**config.mk**
```make
export PLATFORM = sky130hd
export DESIGN_NAME = image_proc_arbiter
export DESIGN_NICKNAME = d
export VERILOG_FILES = /design/src/rtl/image_proc_arbiter.sv
export SDC_FILE = /design/constraint.sdc
export NUM_CORES = 1
export LEC_CHECK = 0
export CAP_MARGIN = 15
export CORE_ASPECT_RATIO = 1.75
export CORE_MARGIN = 2
export CORE_UTILIZATION = 45
export CTS_CLUSTER_SIZE = 30
export DETAILED_ROUTE_END_ITERATION = 16
export DONT_BUFFER_PORTS = 1
export HOLD_SLACK_MARGIN = 0.05
export PLACE_DENSITY = 0.56
export SLEW_MARGIN = 20
export SYNTH_ARGS = -nofsm -noshare
export SYNTH_HDL_FRONTEND = slang
export SYNTH_SLANG_ARGS = --single-unit
```
**constraint.sdc**
```tcl
create_clock -name clk -period 2.7 [get_ports clk]
set_input_delay 0.54 -clock clk [delete_from_list [all_inputs] [get_ports clk]]
set_output_delay 0.54 -clock clk [all_outputs]
set_load 0.03 [all_outputs]
```
**src/rtl/image_proc_arbiter.sv**
```systemverilog
// Round-robin arbiter sharing one image-processing core between two slave requesters.
// A grant lasts a whole frame; it ends on an end-of-frame mode code or an idle timeout.
module image_proc_arbiter #(
  parameter int DATA_WIDTH   = 32,
  parameter int COLOR_SIZE   = 8,
  parameter int IDLE_TIMEOUT = 16,
  parameter int CNT_WIDTH    = 16
) (
  input  logic                  clk,
  input  logic                  rst,
  input  logic [1:0]            slv0_mode,
  input  logic                  slv0_data_valid,
  input  logic [COLOR_SIZE-1:0] slv0_proc_val,
  input  logic [DATA_WIDTH-1:0] slv0_data,
  output logic                  slv0_ready,
  input  logic [1:0]            slv1_mode,
  input  logic                  slv1_data_valid,
  input  logic [COLOR_SIZE-1:0] slv1_proc_val,
  input  logic [DATA_WIDTH-1:0] slv1_data,
  output logic                  slv1_ready,
  output logic [1:0]            core_mode,
  output logic [COLOR_SIZE-1:0] core_proc_val,
  output logic [DATA_WIDTH-1:0] core_data,
  output logic                  core_data_valid,
  input  logic                  core_ready,
  output logic [1:0]            grant,
  output logic                  busy,
  output logic [CNT_WIDTH-1:0]  word_cnt
);

  localparam int         IDLE_W   = $clog2(IDLE_TIMEOUT + 1);
  localparam logic [1:0] EOF_CODE = 2'b11;

  typedef enum logic [1:0] {S_IDLE, S_GNT0, S_GNT1} state_t;

  state_t              state;
  logic                last_grant;
  logic [IDLE_W-1:0]   idle_cnt;

  logic                req0, req1, start, pick;
  logic                own_valid, own_eof, xfer, timeout_hit;
  logic [1:0]          own_mode;

  assign req0  = slv0_data_valid && (slv0_mode != EOF_CODE);
  assign req1  = slv1_data_valid && (slv1_mode != EOF_CODE);
  assign start = req0 || req1;
  // slv1 takes the grant when it is the only requester, or on a tie when slv0 went last.
  assign pick  = req1 && (!req0 || !last_grant);

  // NOTE: every signal driven here gets a default first, so no path leaves it unassigned (no latch).
  always_comb begin
    own_valid = 1'b0;
    own_mode  = 2'b00;
    core_data = '0;
    case (state)
      S_GNT0: begin
        own_valid = slv0_data_valid;
        own_mode  = slv0_mode;
        core_data = slv0_data;
      end
      S_GNT1: begin
        own_valid = slv1_data_valid;
        own_mode  = slv1_mode;
        core_data = slv1_data;
      end
      default: ;
    endcase
  end

  // The end-of-frame cycle never carries a word, and a pending reset kills the in-flight word.
  assign own_eof         = (state != S_IDLE) && (own_mode == EOF_CODE);
  assign core_data_valid = own_valid && !own_eof && !rst;
  assign slv0_ready      = (state == S_GNT0) && core_ready && !own_eof && !rst;
  assign slv1_ready      = (state == S_GNT1) && core_ready && !own_eof && !rst;
  assign xfer            = core_data_valid && core_ready;
  assign timeout_hit     = (state != S_IDLE) && !own_valid &&
                           (idle_cnt == IDLE_W'(IDLE_TIMEOUT - 1));

  // NOTE: sequential state uses non-blocking assignments so all registers update from pre-edge values.
  always_ff @(posedge clk) begin
    if (rst) begin
      state         <= S_IDLE;
      grant         <= 2'b00;
      busy          <= 1'b0;
      word_cnt      <= '0;
      idle_cnt      <= '0;
      core_mode     <= 2'b00;
      core_proc_val <= '0;
      last_grant    <= 1'b1;
    end else begin
      case (state)
        S_IDLE: begin
          if (start) begin
            state         <= pick ? S_GNT1 : S_GNT0;
            grant         <= pick ? 2'b10 : 2'b01;
            busy          <= 1'b1;
            core_mode     <= pick ? slv1_mode : slv0_mode;
            core_proc_val <= pick ? slv1_proc_val : slv0_proc_val;
            word_cnt      <= '0;
            idle_cnt      <= '0;
            last_grant    <= pick;
          end
        end
        default: begin
          if (own_eof || timeout_hit) begin
            state <= S_IDLE;
            grant <= 2'b00;
            busy  <= 1'b0;
          end else begin
            if (xfer && (word_cnt != '1)) word_cnt <= word_cnt + 1'b1;
            idle_cnt <= own_valid ? '0 : idle_cnt + 1'b1;
          end
        end
      endcase
    end
  end

endmodule

```
==> results by group, run 1 <==
Worst setup path
  – Critical path endpoint category: output pin
  – Worst R2R Setup Slack: 0.53 ns
  – Crit path required time: 2.16 ns
  – Worst Setup SP: state[0]
  – Critical path peak fanout: 7
  – Critical path class: reg -> out
  – Startpoint Class: flop
  – R2R Path Start: state[0]
  – WP data arrival: 1.92 ns

Drt
  – Wirelength per Cell: 18.29 um
  – Via Count: 2,464
  – Starting DRT DRC Count: 118
  – Final ANT Viol Nets: 0
  – Drt total wl: 7.278 mm
  – DR DRC count: 0
  – DR pass1 iterations: 4
  – Drt via density: 6.191

Cells and area
  – # nets final: 437
  – Antenna diodes: 0
  – Share of layout cells above drive strength 1: 21.87%
  – Most common cell after layout, fill and taps aside: buf_4
  – Commonest non-fill, non-tap cells in the layout: buf_4, dfxtp_1, a22oi_1, nor2b_1, nor2_1
  – Area delta synth->final: 21.12%
  – Final Util: 56.04%

Clock tree
  – Sink Count: 35
  – H-Tree Depth: 2
  – Worst skew pair latency: 0.29 ns
  – Clock slew at reported path FFs: 0.08 ns
  – Hold buffers post-CTS: 0
  – Max clock buf depth: 2
  – Root Buffer: clkbuf_8
  – Num CTS Buffers: 5
  – TritonCTS clock tree: done
  – Post-CTS setup buffer count: 0
  – Cts repair resizes: 0

Timing
  – Rel. slew slack: 46.29%
  – Setup TNS Final: 0 ns
  – # setup viols final: 0
  – Final hold vios: 0
  – FMAX: 0.4069 GHz
  – Least-Margin Pin Slew: 0.8003 ns
  – RSZ-0062 raised after global routing: no
  – Worst Clk Skew: 0.005907 ns
  – Period Utilization, post-route: 91.03%
  – Slew Limit Fails: 0
  – Tmin final: 2.458 ns

Floorplan
  – Core Area: 5211 um2
  – Die area: 5982 um2
  – Initial Util: 46.27%
  – Core Rows: 35
  – Chip height: 100.8 um
  – Die X: 59.33 um
  – I/O Pins: 153

Yosys
  – Synth Area per Inst: 8.010 um2
  – EDFF count, synth: 0
  – Largest cells by area after synthesis: dfxtp_1, a22oi_1, nor2b_1
  – Synthesized Nets: 396
  – Post-synthesis sequential area ratio: 29.06%
  – Synth async-reset ratio: 0%
  – Flops & latches, synth: 35
  – Top cell type by total area after synthesis: dfxtp_1
  – Synthesis Warnings: 0
  – Yosys top cell area share: 29.06%
  – Synth Cell Area: 2411 um2
  – Mapped Cells: 301
  – Synth unique cells: 56
  – Predominant post-synthesis flop cell: dfxtp_1

Power
  – P per Cell Area: 537.6 nW/um2
  – Maximum VDD drop: 0.3679 mV
  – Total Power: 1.570 mW
  – Static Leak: 1.138 nW

GRT
  – First-pass GRT wire length: 11.00 mm
  – Largest net degree at the start of global routing: 34
  – Antenna violations before repair: 0
  – Vias in the first global route: 2,285
  – Total track usage: 23.81%
  – GRT overflow: 0

Run status
  – Outcome: finished, final reports clean

Worst hold path
  – Hold Crit Start: rst
  – Hold WC Path Type: in -> reg

Placement
  – Routability Congestion: 0.8833
  – Port buffer count: 0
  – DP Wirelength: 5.825 mm

Job
  – MaxCap Viol Count: 0
metrics by stage:
| step | cells | worst slack, ns | hold slack (ns) | area (um2) |
|---|---|---|---|---|
| floorplan | 301 | 0.2176 | 0.4221 | 2411 |
| global placement | 390 | 0.5894 | 0.4382 | 2808 |
| detailed placement | 390 | 0.5462 | 0.4476 | 2808 |
| CTS | 398 | 0.2220 | 0.3039 | 2920 |
| global route | 398 | 0.1098 | 0.3019 | 2920 |
| finish | 398 | 0.2422 | 0.3119 | 2920 |
routing by layer:
layer  up-vias  global-route usage, %  routed length [um]
li1       1204                      -                   -
met1      1127                  23.21                2523
met2       120                  43.36                3816
met3        13                  8.601                 741
met4         0                  9.790                 197
met5         -                      0                   0
cells in the mapped netlist (2+ instances only):
cell	number
dfxtp_1	35
a22oi_1	32
or3_1	2
o22ai_1	3
nor4_1	3
nor2_1	27
nor2b_1	32
buf_4	2
o22a_1	3
a211oi_1	10
mux2_1	2
a21oi_1	14
o31ai_1	3
a22oi_2	2
buf_1	2
nand2_1	17
mux2i_1	10
a21boi_1	3
nand3_1	11
o21ai_0	2
nor3_1	3
nand4_1	5
clkbuf_1	17
inv_1	7
a31oi_1	7
ha_1	6
and3_1	6
a31o_1	2
o21ai_1	5
buf_2	2
state kept, by name, indices dropped and copies added (netlist names):
register       count
core_mode          2
busy               1
core_proc_val      8
word_cnt          16
last_grant         1
idle_cnt           5
state              2
layout make-up:
cell class | count | area [um2]
Clock buffer | 5 | 68.82
Sequential cell | 35 | 700.7
Fill cell | 524 | 2291
Inverter | 7 | 26.28
Clock inverter | 3 | 43.79
Tap cell | 55 | 68.82
Multi-Input combinational cell | 235 | 1577
Timing Repair Buffer | 58 | 435.4
logic make-up (layout without fill, tap and decap cells):
group / count (synthesis) / after routing / share of synthesized area, %
compound gates: 99 / 99 / 29.79
flops: 35 / 35 / 29.06
buf+inv: 31 / 73 / 5.553
fa+ha+maj: 6 / 6 / 3.114
simple gates: 117 / 117 / 26.93
mux: 13 / 13 / 5.553
worst max-delay path: stages, from the launching register on:
cell and delay [ns]:
dfxtp_1 0.38, inv_1 0.08, ha_1 0.40, nor4b_4 0.36, nor2_1 0.11, and3_1 0.31
worst paths after layout:
check,endpoint,cells after the start
worst max-delay path,slv0_ready,5
worst min-delay path,word_cnt[8],1
worst max register to register,word_cnt[6],7
worst min register to register,idle_cnt[3],1
power by group:
| part | switching [mW] | internal (mW) | leakage [nW] |
|---|---|---|---|
| sequential | 0.0706 | 0.549 | 0.286 |
| clock | 0.205 | 0.275 | 0.0581 |
| combinational | 0.277 | 0.193 | 0.794 |
| total | 0.553 | 1.02 | 1.14 |
No activity file was read; power rests on OpenSTA's default activity.
==> run 2: changes to the inputs <==
--- a/config.mk
+++ b/config.mk
@@ -13,7 +13,7 @@
 export DETAILED_ROUTE_END_ITERATION = 16
 export DONT_BUFFER_PORTS = 1
 export HOLD_SLACK_MARGIN = 0.05
-export PLACE_DENSITY = 0.56
+export PLACE_DENSITY = 0.61
 export SLEW_MARGIN = 20
 export SYNTH_ARGS = -nofsm -noshare
 export SYNTH_HDL_FRONTEND = slang
==> run 2 against run 1 <==
Die area is the same; critical path type unchanged; critical path depth unchanged; core utilization down 0.26 points.
==> results by group, run 2 (synthesis results as in run 1) <==
Placement
  – Routability Congestion: 0.9815 (+11%)
  – Port buffer count: 0 (unchanged)
  – Inst Count DP: 389 (-0.26%)
  – DP Wirelength: 5.935 mm (+1.9%)

Clock tree
  – Cts repair resizes: 0 (unchanged)
  – Root Buffer: clkbuf_8
  – Sink Count: 35 (unchanged)
  – Post-CTS setup buffer count: 0 (unchanged)
  – Clock slew at reported path FFs: 0.08 ns (about the same)
  – Worst skew pair latency: 0.29 ns (about the same)
  – Hold buffers post-CTS: 0 (unchanged)
  – Max clock buf depth: 2 (unchanged)
  – H-Tree Depth: 2 (unchanged)
  – Num CTS Buffers: 5 (unchanged)
  – TritonCTS clock tree: done

Worst setup path
  – CP bufs+invs: 1 (unchanged)
  – RR Endpoint: word_cnt[8]
  – Critical path class: reg -> out
  – Critical path peak fanout: 9 (+2)
  – CP top delay family: simple AND/OR/NAND/NOR gates
  – R2R Path Start: state[0]
  – Worst R2R Setup Slack: 0.38 ns (-0.15 ns)
  – Critical Path Slowest Stage Cell: nor4b_4
  – Startpoint Class: flop
  – R2R depth: 7 (unchanged)
  – Cell breakdown of the critical path: inv_1, ha_1, nor4b_4, nor2_1, and3_1
  – WP data arrival: 1.96 ns (+0.04 ns)
  – Critical path endpoint category: output pin
  – Worst stage delay on the critical path: 0.42 ns (+0.02 ns)
  – Crit path required time: 2.16 ns (about the same)

Power
  – Internal: 0.9197 mW (-9.6%)
  – Maximum VDD drop: 0.4342 mV (+18%)
  – Switching Share: 37.81% (+2.6 points)
  – Part of the power in combinational logic: 31.8% (+1.8 points)
  – P per Cell Area: 508.8 nW/um2 (-5.4%)
  – Seq pwr share: 41.9% (+2.4 points)
  – Static Leak: 1.126 nW (-1.1%)
  – Clock power share: 26.3% (-4.3 points)
  – Total net switching power: 0.5591 mW (+1.1%)

Timing
  – Tmin final: 2.504 ns (+0.04578 ns)
  – FMAX: 0.3994 GHz (-1.8%)
  – # setup viols final: 0 (unchanged)
  – Worst Clk Skew: 0.007705 ns (+0.001798 ns)
  – Rel. slew slack: 40.35% (-5.9 points)
  – Slew Limit Fails: 0 (unchanged)
  – RSZ-0062 raised after global routing: no
  – Setup TNS Final: 0 ns (unchanged)
  – Final hold vios: 0 (unchanged)
  – Least-Margin Pin Slew: 0.8888 ns (+0.08851 ns)
  – Period Utilization, post-route: 92.72% (+1.7 points)

Floorplan
  – Chip height: 100.8 um (unchanged)
  – Core Area: 5211 um2 (unchanged)
  – I/O Pins: 153 (unchanged)
  – Initial Util: 46.27% (unchanged)
  – Die X: 59.33 um (unchanged)
  – Die area: 5982 um2 (unchanged)
  – Core Rows: 35 (unchanged)

GRT
  – Vias in the first global route: 2,272 (-0.57%)
  – First-pass GRT wire length: 11.20 mm (+1.8%)
  – GRT overflow: 0 (unchanged)
  – Largest net degree at the start of global routing: 38 (+12%)
  – Total track usage: 24.53% (+0.71 points)
  – Antenna violations before repair: 1 (+1)

Cells and area
  – Most common cell after layout, fill and taps aside: buf_4
  – Post-Layout Cell Count: 400 (+0.50%)
  – Multi-input gate area: 1577 um2 (unchanged)
  – Leading registers by flop count: word_cnt (16), core_proc_val (8), idle_cnt (5)
  – Area delta synth->final: 20.55%
  – Register area: 700.7 um2 (unchanged)
  – Largest Register: word_cnt
  – Share of layout cells above drive strength 1: 22.09% (+0.23 points)
  – # nets final: 438 (+0.23%)
  – Max reg flops: 16 (unchanged)
  – # fillers: 540 (+3.1%)
  – Commonest non-fill, non-tap cells in the layout: buf_4, dfxtp_1, a22oi_1, nor2b_1, nor2_1

Worst hold path
  – Hold WC Path Type: in -> reg
  – Hold Path Sink: core_proc_val[4]
  – Hold Crit Start: rst
  – Cells on Worst Hold Path: 1 (unchanged)

Drt
  – Drt via density: 6.340 (+2.4%)
  – DR pass1 iterations: 4 (unchanged)
  – Starting DRT DRC Count: 144 (+22%)
  – Via Count: 2,536 (+2.9%)
  – DR DRC count: 0 (unchanged)
  – Final ANT Viol Nets: 0 (unchanged)
  – Drt total wl: 7.622 mm (+4.7%)
  – Wirelength per Cell: 19.06 um (+4.2%)

Run status
  – Outcome: finished, final reports clean

Job
  – MaxCap Viol Count: 0 (unchanged)
[run 2: how the worst max path moves through the flow]
stage                      end     start  cells after the start  slack [ns]
5_1_grt             slv1_ready  state[0]                      5        0.07
6_report            slv0_ready  state[0]                      5        0.20
3_5_place_dp        slv0_ready  state[0]                      5        0.34
4_1_cts             slv0_ready  state[0]                      5        0.02
3_3_place_gp        slv0_ready  state[0]                      5        0.42
2_1_floorplan  core_data_valid  state[0]                      6        0.22
[run 2: through the flow]
step	cell area (um2)	utilization (%)	power [mW]	setup WS, ns	hold WS [ns]
6_report	2907	55.77	1.479	0.1964	0.3072
4_1_cts	2889	55.44	1.491	0.02163	0.3039
2_1_floorplan	2411	-	0.9936	0.2176	0.4221
3_5_place_dp	2800	53.73	1.103	0.3371	0.4434
5_1_grt	2907	55.77	1.554	0.07470	0.3014
3_3_place_gp	2800	53.73	1.095	0.4161	0.4365
[run 2: per-layer routing]
metal | track usage, % | routed length, um | vias up
met4 | 9.790 | 140 | 0
met1 | 23.99 | 2589 | 1170
met3 | 10.14 | 867 | 11
met2 | 43.87 | 4025 | 138
met5 | 0 | 0 | -
li1 | - | - | 1217
[run 2: cell type report]
type | count | area share (%)
multi-input combinational | 235 | 54.24
sequential | 35 | 24.11
timing repair buffer | 59 | 15.24
clock buffer | 5 | 2.368
tap | 55 | 2.368
inverter | 7 | 0.9040
clock inverter | 3 | 0.6888
antenna | 1 | 0.08610
[run 2: power by group through the flow]
stage | registers (mW) | logic, mW | clock network (mW)
floorplan | 0.632 | 0.362 | 0
global placement | 0.631 | 0.463 | 0
detailed placement | 0.633 | 0.470 | 0
CTS | 0.620 | 0.472 | 0.399
global route | 0.623 | 0.517 | 0.413
finish | 0.620 | 0.471 | 0.388
[run 2: worst register-to-register path, cell delays in order (launching register included)]
cell,delay (ns)
dfxtp_1,0.40
inv_1,0.09
ha_1,0.34
nor2_2,0.28
nand4_1,0.19
a311o_1,0.32
or4_1,0.46
a31oi_1,0.16
==> run 3: changes to the inputs <==
--- a/config.mk
+++ b/config.mk
@@ -13,7 +13,6 @@
 export DETAILED_ROUTE_END_ITERATION = 16
 export DONT_BUFFER_PORTS = 1
 export HOLD_SLACK_MARGIN = 0.05
-export PLACE_DENSITY = 0.61
 export SLEW_MARGIN = 20
 export SYNTH_ARGS = -nofsm -noshare
 export SYNTH_HDL_FRONTEND = slang
==> run 3 against run 2 <==
First-iteration DRC count is 31% lower; combinational power is 2% higher; die area stayed put; sequential power hardly changed; critical endpoint unchanged; highest routed layer unchanged.
==> results by group, run 3 (synthesis results as in run 1) <==
Run status
  – Outcome: finished, final reports clean

Timing
  – Tmin final: 2.552 ns (+0.04805 ns)
  – # setup viols final: 0 (unchanged)
  – Period Utilization, post-route: 94.50% (+1.8 points)
  – Least-Margin Pin Slew: 0.7684 ns (-0.1204 ns)
  – Worst Clk Skew: 0.004640 ns (-0.003065 ns)
  – Hold_ws: 0.3140 ns (+0.006811 ns)
  – Slew Limit Fails: 0 (unchanged)
  – FMAX: 0.3919 GHz (-1.9%)
  – Rel. slew slack: 48.43% (+8.1 points)
  – Final WS setup: 0.1484 ns (-0.04805 ns)
  – Final hold vios: 0 (unchanged)
  – RSZ-0062 raised after global routing: no
  – Setup TNS Final: 0 ns (unchanged)

Cells and area
  – Post-Layout Cell Count: 400 (unchanged)
  – Antenna diodes: 0 (-1)
  – Max reg flops: 16 (unchanged)
  – Commonest non-fill, non-tap cells in the layout: buf_4, dfxtp_1, a22oi_1, nor2b_1, nor2_1
  – Multi-input gate area: 1577 um2 (unchanged)
  – Share of layout cells above drive strength 1: 22.32% (+0.23 points)
  – # fillers: 526 (-2.6%)
  – Largest Register: word_cnt
  – Finished layout cell area: 2912 um2 (+0.17%)
  – Area delta synth->final: 20.76%
  – # nets final: 439 (+0.23%)
  – Leading registers by flop count: word_cnt (16), core_proc_val (8), idle_cnt (5)
  – Most common cell after layout, fill and taps aside: buf_4
  – Register area: 700.7 um2 (unchanged)

Floorplan
  – Core Rows: 35 (unchanged)
  – Core Area: 5211 um2 (unchanged)
  – Die X: 59.33 um (unchanged)
  – Die area: 5982 um2 (unchanged)
  – I/O Pins: 153 (unchanged)
  – Initial Util: 46.27% (unchanged)
  – Chip height: 100.8 um (unchanged)

Clock tree
  – TritonCTS clock tree: done
  – Worst skew pair latency: 0.29 ns (about the same)
  – Hold buffers post-CTS: 0 (unchanged)
  – Num CTS Buffers: 5 (unchanged)
  – Cts repair resizes: 0 (unchanged)
  – Max clock buf depth: 2 (unchanged)
  – Clock slew at reported path FFs: 0.08 ns (about the same)
  – H-Tree Depth: 2 (unchanged)
  – Sink Count: 35 (unchanged)
  – Root Buffer: clkbuf_8

Worst setup path
  – Cell breakdown of the critical path: inv_1, ha_1, nor4b_4, nor2_1, and3_1
  – WP data arrival: 2.01 ns (+0.05 ns)
  – Startpoint Class: flop
  – Worst Setup SP: state[0]
  – Critical Path Slowest Stage Cell: nor4b_4
  – Worst stage delay on the critical path: 0.43 ns (about the same)
  – Critical path peak fanout: 8 (-1)
  – Critical path endpoint category: output pin
  – CP bufs+invs: 1 (unchanged)
  – R2R depth: 8 (+1)
  – Critical path class: reg -> out
  – Crit path required time: 2.16 ns (about the same)
  – CP top delay family: simple AND/OR/NAND/NOR gates
  – Crit path depth: 5 (unchanged)
  – R2R Path Start: state[0]

GRT
  – Largest net degree at the start of global routing: 34 (-11%)
  – First-pass GRT wire length: 10.96 mm (-2.2%)
  – GRT overflow: 0 (unchanged)
  – Antenna violations before repair: 0 (-1)
  – Vias in the first global route: 2,176 (-4.2%)
  – Total track usage: 23.95% (-0.58 points)

Worst hold path
  – Hold Crit Start: rst
  – Hold WC Path Type: in -> reg
  – Cells on Worst Hold Path: 1 (unchanged)

Placement
  – Routability Congestion: 0.9373 (-4.5%)
  – DP Wirelength: 5.986 mm (+0.86%)
  – Inst Count DP: 391 (+0.51%)
  – Placement Setup Slack: 0.3575 ns (+0.02040 ns)
  – Area after DPL: 2815 um2 (+0.54%)
  – Port buffer count: 0 (unchanged)

Drt
  – DR DRC count: 0 (unchanged)
  – Drt total wl: 7.571 mm (-0.67%)
  – Via Count: 2,473 (-2.5%)
  – Starting DRT DRC Count: 100 (-31%)
  – DR pass1 iterations: 4 (unchanged)
  – Drt via density: 6.183 (-2.5%)
  – Wirelength per Cell: 18.93 um (-0.67%)
  – Final ANT Viol Nets: 0 (unchanged)

Power
  – P per Cell Area: 509.8 nW/um2 (+0.20%)
  – Static Leak: 1.130 nW (+0.37%)
  – Maximum VDD drop: 0.3832 mV (-12%)

Job
  – MaxCap Viol Count: 0 (unchanged)
run 3: changes by cell type in the layout (fill, tap and decap cells not counted), sizes merged:
cell   before  now
buf        59   60
diode       1    0
run 3: area by class of cell:
class	count	area share [%]
repair buffers	60	15.47
inverters	7	0.9025
flip-flops and latches	35	24.07
multi-input cells	235	54.15
well taps	55	2.364
clock buffers	5	2.364
clock inverters	3	0.6876
run 3: repair_timing:
action,in CTS,in global routing
buffers inserted,0,1
endpoints found under the hold margin,0,0
setup endpoints to repair,0,2
run 3: metrics by stage:
step	utilization (%)	power (mW)
2_1_floorplan	-	0.9936
3_3_place_gp	54.02	1.103
3_5_place_dp	54.02	1.111
4_1_cts	55.73	1.489
5_1_grt	55.87	1.554
6_report	55.87	1.484
run 3: report_power, final:
part / internal (mW) / total [mW] / switching (mW)
combinational: 0.199 / 0.480 / 0.281
clock: 0.180 / 0.385 / 0.206
sequential: 0.549 / 0.619 / 0.0700
total: 0.927 / 1.48 / 0.557
run 3: layer usage:
metal / GRT usage [%] / vias up / wire, um
met3: 11.81 / 11 / 943
met1: 23.71 / 1117 / 2541
met4: 6.119 / 0 / 102
met5: 0 / - / 0
li1: - / 1210 / -
met2: 42.94 / 135 / 3983
run 3: worst paths after layout:
path | to | slack [ns]
min reg2reg | idle_cnt[3] | 0.45
min | word_cnt[8] | 0.31
max reg2reg | word_cnt[14] | 0.38
max | slv0_ready | 0.15
